**config.mk**
```make
export PLATFORM = sky130hd
export DESIGN_NAME = or_gate_unit
export DESIGN_NICKNAME = d
export VERILOG_FILES = /design/src/rtl/or_gate_unit.sv
export SDC_FILE = /design/constraint.sdc
export NUM_CORES = 1
export LEC_CHECK = 0
export CAP_MARGIN = 40
export CORE_ASPECT_RATIO = 0.9
export CORE_MARGIN = 3
export CORE_UTILIZATION = 30
export DETAILED_ROUTE_END_ITERATION = 6
export GPL_ROUTABILITY_DRIVEN = 0
export PLACE_DENSITY = 0.58
export RECOVER_POWER = 50
export SYNTH_ARGS = -nofsm -noshare
export SYNTH_HDL_FRONTEND = slang
export SYNTH_SLANG_ARGS = --single-unit
```
**constraint.sdc**
```tcl
create_clock -name clk -period 1.85 [get_ports clk]
set_clock_uncertainty 0.05 [all_clocks]
set_input_delay 0.555 -clock clk [delete_from_list [all_inputs] [get_ports clk]]
set_output_delay 0.555 -clock clk [all_outputs]
set_load 0.01 [all_outputs]
```
**src/rtl/or_gate_unit.sv**
```systemverilog
// ---------------------------------------------------------------------------
// or_gate_unit
//   Bitwise two-input OR gate with a registered monitor path.
//   `out` is purely combinational and never depends on clk or rst, so the
//   gate remains usable in a domain whose clock is stopped or held in reset.
//   The registered side-band outputs are for downstream synchronous logic.
//
// Parameters
//   WIDTH     bit width of the operands and the per-bit outputs
//   CNT_W     width of the saturating hi_count counter
//
// Ports
//   clk       single clock, all registers update on its rising edge
//   rst       asynchronous, active-high reset of the registered outputs
//   in_a      operand A
//   in_b      operand B
//   out       combinational in_a | in_b
//   out_q     out registered once
//   out_rise  per-bit one-cycle pulse, high in the cycle out_q first shows 1
//   hi_count  saturating count of edges on which any bit of out was 1
// ---------------------------------------------------------------------------
module or_gate_unit #(
    parameter int unsigned WIDTH = 1,
    parameter int unsigned CNT_W = 16
) (
    input  logic             clk,
    input  logic             rst,
    input  logic [WIDTH-1:0] in_a,
    input  logic [WIDTH-1:0] in_b,
    output logic [WIDTH-1:0] out,
    output logic [WIDTH-1:0] out_q,
    output logic [WIDTH-1:0] out_rise,
    output logic [CNT_W-1:0] hi_count
);

    localparam logic [CNT_W-1:0] CNT_MAX = '1;
    localparam logic [CNT_W-1:0] CNT_ONE = CNT_W'(1);

    logic [WIDTH-1:0] w_or;
    logic             w_any_hi;
    logic             w_cnt_inc;

    logic [WIDTH-1:0] r_out_q;
    logic [WIDTH-1:0] r_out_rise;
    logic [CNT_W-1:0] r_hi_count;

    // The gate itself: no clock or reset anywhere on this path.
    assign w_or      = in_a | in_b;
    assign w_any_hi  = |w_or;
    // Stop at all-ones instead of wrapping.
    assign w_cnt_inc = w_any_hi && (r_hi_count != CNT_MAX);

    // Sampled copy of the gate and its rising-edge detector. The previous
    // out_q is the history, so after reset a high out pulses out_rise.
    always_ff @(posedge clk or posedge rst) begin
        if (rst) begin
            r_out_q    <= '0;
            r_out_rise <= '0;
        end else begin
            r_out_q    <= w_or;
            r_out_rise <= w_or & ~r_out_q;
        end
    end

    // Saturating count of edges on which any output bit was high.
    always_ff @(posedge clk or posedge rst) begin
        if (rst) begin
            r_hi_count <= '0;
        end else if (w_cnt_inc) begin
            r_hi_count <= r_hi_count + CNT_ONE;
        end
    end

    assign out      = w_or;
    assign out_q    = r_out_q;
    assign out_rise = r_out_rise;
    assign hi_count = r_hi_count;

endmodule

```
---- After elaboration in Yosys (flattened, before gate mapping) ----
Cells that the tools add are included.
cells by class
  bitwise gates (word level) .............. 3
  equal/unequal tests ..................... 1
  add/subtract/negate cells ............... 1
  reductions and logical operators ........ 1
operator list
  kind                                                              count
  16-bit by 1-bit adder with 16-bit output (second input constant)  1
  16-bit inequality test (second input constant)                    1
  1-bit bitwise AND                                                 1
  1-bit logical AND                                                 1
  1-bit inverter                                                    1
  1-bit OR                                                          1
storage, ports and cells
  output and inout bits ................... 19
  logic and storage cells ................. 9
  bits of input ports ..................... 4
  register bits ........................... 18

---- Longest topological paths before layout ----
  word-level depth ........................ 2
  gate-level depth with buffers ........... 5
  depth with buffers taken out ............ 5

---- Worst setup path after synthesis ----
Ideal clock, no wire load.
  path kind ............................... input -> register
  start point ............................. in in_b
  end point ............................... reg r_hi_count[1] (netlist: hi_count[1])
  stages .................................. 4
  buffers on the path ..................... 1
  data arrival time ....................... 1.470 ns
  library setup time ...................... 0.128 ns
  slack ................................... 0.202 ns
  data required time ...................... 1.672 ns
  path through ............................ or2_2 -> clkbuf_1 -> o21ai_2 -> mux2_1
between the ends
  word-level cells in the longest chain between the ends .. 2
ends and longest elaborated chain
  item                  RTL line  source
  start, declared       29        input logic [WIDTH-1:0] in_b,
  1-bit OR              48        assign w_or = in_a | in_b;
  via out               30        output logic [WIDTH-1:0] out,
  1-bit logical AND     51        assign w_cnt_inc = w_any_hi && (r_hi_count != CNT_MAX);
  end signal, assigned  70        r_hi_count <= r_hi_count + CNT_ONE;
  end, declared         45        logic [CNT_W-1:0] r_hi_count;
The timed path passes the listed nets, and every way through them passes these cells.
A chain may end at the register's enable or synchronous reset.

---- Worst setup path after layout ----
  start point ............................. reg r_hi_count[4] (netlist: hi_count[4])
  end point ............................... out hi_count[4]
RTL lines
  item           RTL line  source
  end, declared  33        output logic [CNT_W-1:0] hi_count
No word-level cell between the ends.

==> results.json <==
{
  "status": "finished clean",
  "r2r-end": "hi_count[7]",
  "period_minus_slack_ns": 1.80,
  "num_rows": 18,
  "synth_top_area_share_pct": 49.5,
  "clock_sinks": 18,
  "syn_area_um2": 911,
  "power_leakage_uw": 0.000699,
  "maxSlewHeadroom_pct": 73.2,
  "drt_iter0_markers": 19,
  "synth_cells": 83,
  "setup_viol": 0,
  "switching_share_pct": 33.7,
  "end_kind": "output port",
  "yosys_warnings": 0,
  "postSynthNetCount": 88,
  "p_comb_share_pct": 46.2,
  "dp_slack_ns": -0.515,
  "cp.required_ns": 1.24,
  "ir_worst_vdd_v": 0.000367,
  "multiInputGateArea_um2": 445,
  "die_height_um": 58.3,
  "hold_viol": 0,
  "numCtsBuffers": 3,
  "crit_chain": "clkdlybuf4s50_1",
  "critPathLaunchType": "register",
  "overflow": 0,
  "final_cell_mix": "buf_4 (22), dfrtp_1 (13), nor2_1 (9)",
  "layout-drive-gt1-share_pct": 31.3,
  "grt_max_degree": 19,
  "cts_hold_buf": 0,
  "ant_nets": 0,
  "power.density_nw_per_um2": 1030,
  "internal-power_uw": 954,
  "place_hpwl_um": 1510,
  "grt_pass1_wl_um": 3700,
  "antenna_cells": 0,
  "cpPeakStageDelay_ns": 0.53,
  "grt_pass1_vias": 830,
  "netlist_top_cells_area": "dfrtp_1 (49%), xnor2_1 (6.7%), nand4_1 (4.1%), xor2_1 (3.8%), nor2_1 (3.7%)",
  "path_depth": 1,
  "p_switching_uw": 485,
  "wl_per_cell_um": 12.4,
  "rsz0062_at_grt": "false",
  "synth_ff_type": "dfrtp_1",
  "cts_tree": "done",
  "worst-path-buf-inv": 1,
  "portBuffers": 22,
  "io_pins": 23,
  "fillerInstances": 286,
  "rr_worst_depth": 6,
  "drv_cap": 0,
  "async_flop_share_pct": 100,
  "cts_root_buf": "clkbuf_4",
  "setup_ws_ns": 0.0527,
  "routed_wl_um": 2120,
  "syn_to_final_growth_pct": 54.0,
  "arrival_ns": 1.19,
  "cp_slowest_cell": "clkdlybuf4s50_1",
  "crit_family": "buffers and inverters",
  "vias": 826,
  "firstDrtPassIters": 4,
  "fin_crit_sh_pct": 97.1,
  "crit_end": "hi_count[4]",
  "clk_latency_ns": 0.30,
  "synth_edf_count": 0,
  "seq_power_share_pct": 36.5,
  "synth.distinct_cells": 30,
  "seqCellArea_um2": 457,
  "drc_errors": 0,
  "hold_path.class": "reg2reg",
  "path_class": "reg2out",
  "seq_area_frac_synth_pct": 49.5,
  "die_x_um": 64.1,
  "dieArea_um2": 3730,
  "fmax_ghz": 0.556,
  "post_drt_via_cell_ratio": 4.83,
  "critPathMaxFanout": 2,
  "core_um2": 2820,
  "final_common_cell": "buf_4",
  "antenna_found_initial": 0,
  "rrSetupSlack_ns": 0.18,
  "start_util_pct": 32.4,
  "htree_num_levels": 1,
  "reg2reg_from": "hi_count[1]",
  "path_clk_slew_ns": 0.10,
  "yosysTopAreaCell": "dfrtp_1",
  "max_slew.worst_pin.slew_ns": 0.399,
  "fin_nets": 137,
  "slew_viol_final": 0,
  "cts.path.max_buffers": 2,
  "grtUsageTotal_pct": 12.6,
  "cp-startpoint": "hi_count[4]",
  "synth_area_per_cell_um2": 11.0,
  "power_frac_clock_pct": 17.2,
  "fin_util_pct": 49.8,
  "ys_ff_latch": 18
}
## power groups by stage
stage | clock network [uW] | registers [uW] | logic (uW)
2_1_floorplan | 0 | 632 | 191
3_3_place_gp | 0 | 611 | 461
3_5_place_dp | 0 | 618 | 474
4_1_cts | 257 | 527 | 683
5_1_grt | 281 | 539 | 727
6_report | 248 | 526 | 665
## kinds of logic after synthesis
logic type               after synthesis  synth area share (%)
AO/OA/AOI/OAI                         12                  10.6
XOR/XNOR                              11                  10.6
adder cells (fa/ha/maj)                1                  1.37
buffers and inverters                  4                  1.65
flip-flops                            18                  49.5
multiplexers                           1                  1.24
AND/OR/NAND/NOR                       36                  25.1
## per-stage QoR
stage	hold WS [ns]	TNS (ns)	area [um^2]	power (uW)	instances
floorplan	0.418	0	911	823	83
global placement	0.359	-2.06	1240	1070	152
detailed placement	0.369	-2.07	1240	1090	152
CTS	0.384	0	1390	1470	171
global route	0.405	0	1400	1550	171
finish	0.377	0	1400	1440	171
## synthesized netlist by cell type, types with 2 or more instances
master and n:
nor3_1 2, nand2_1 4, xnor2_1 7, xor2_1 4, nand4_1 6, inv_1 2, nand3_1 5, o2111ai_1 2
nor2_1 9, o211ai_1 2, a21oi_1 3, dfrtp_1 18, and4_4 2
## state kept, by name (all words and copies together), names as in the netlist
register and count:
out_rise 1, out_q 1, hi_count 16
## timing repair
action	4_1_cts	5_1_grt
pin swaps	0	1
setup buffers	15	0
gates resized for setup	13	12
endpoints found under the setup margin	17	13
## metal layers
layer / GRT usage [%] / vias to the layer above / wire length, um
li1: - / 404 / -
met1: 15.9 / 399 / 1010
met2: 21.2 / 21 / 983
met3: 4.07 / 2 / 115
met4: 2.77 / 0 / 8
met5: 0 / - / 0
## how the worst min path moves through the flow
| stage | cells after the start | from | endpoint |
|---|---|---|---|
| 4_1_cts | 1 | out_q | out_rise |
| 2_1_floorplan | 1 | out_q | out_rise |
| 5_1_grt | 1 | out_q | out_rise |
| 3_3_place_gp | 1 | out_q | out_rise |
| 3_5_place_dp | 1 | out_q | out_rise |
| 6_report | 1 | out_q | out_rise |
## cell type report
type | count | area share (%)
Tap cell | 40 | 3.57
Timing Repair Buffer | 45 | 28.7
Inverter | 3 | 0.803
Sequential cell | 18 | 32.6
Clock buffer | 4 | 2.59
Multi-Input combinational cell | 61 | 31.8
Power figures use the tool's default switching activity.
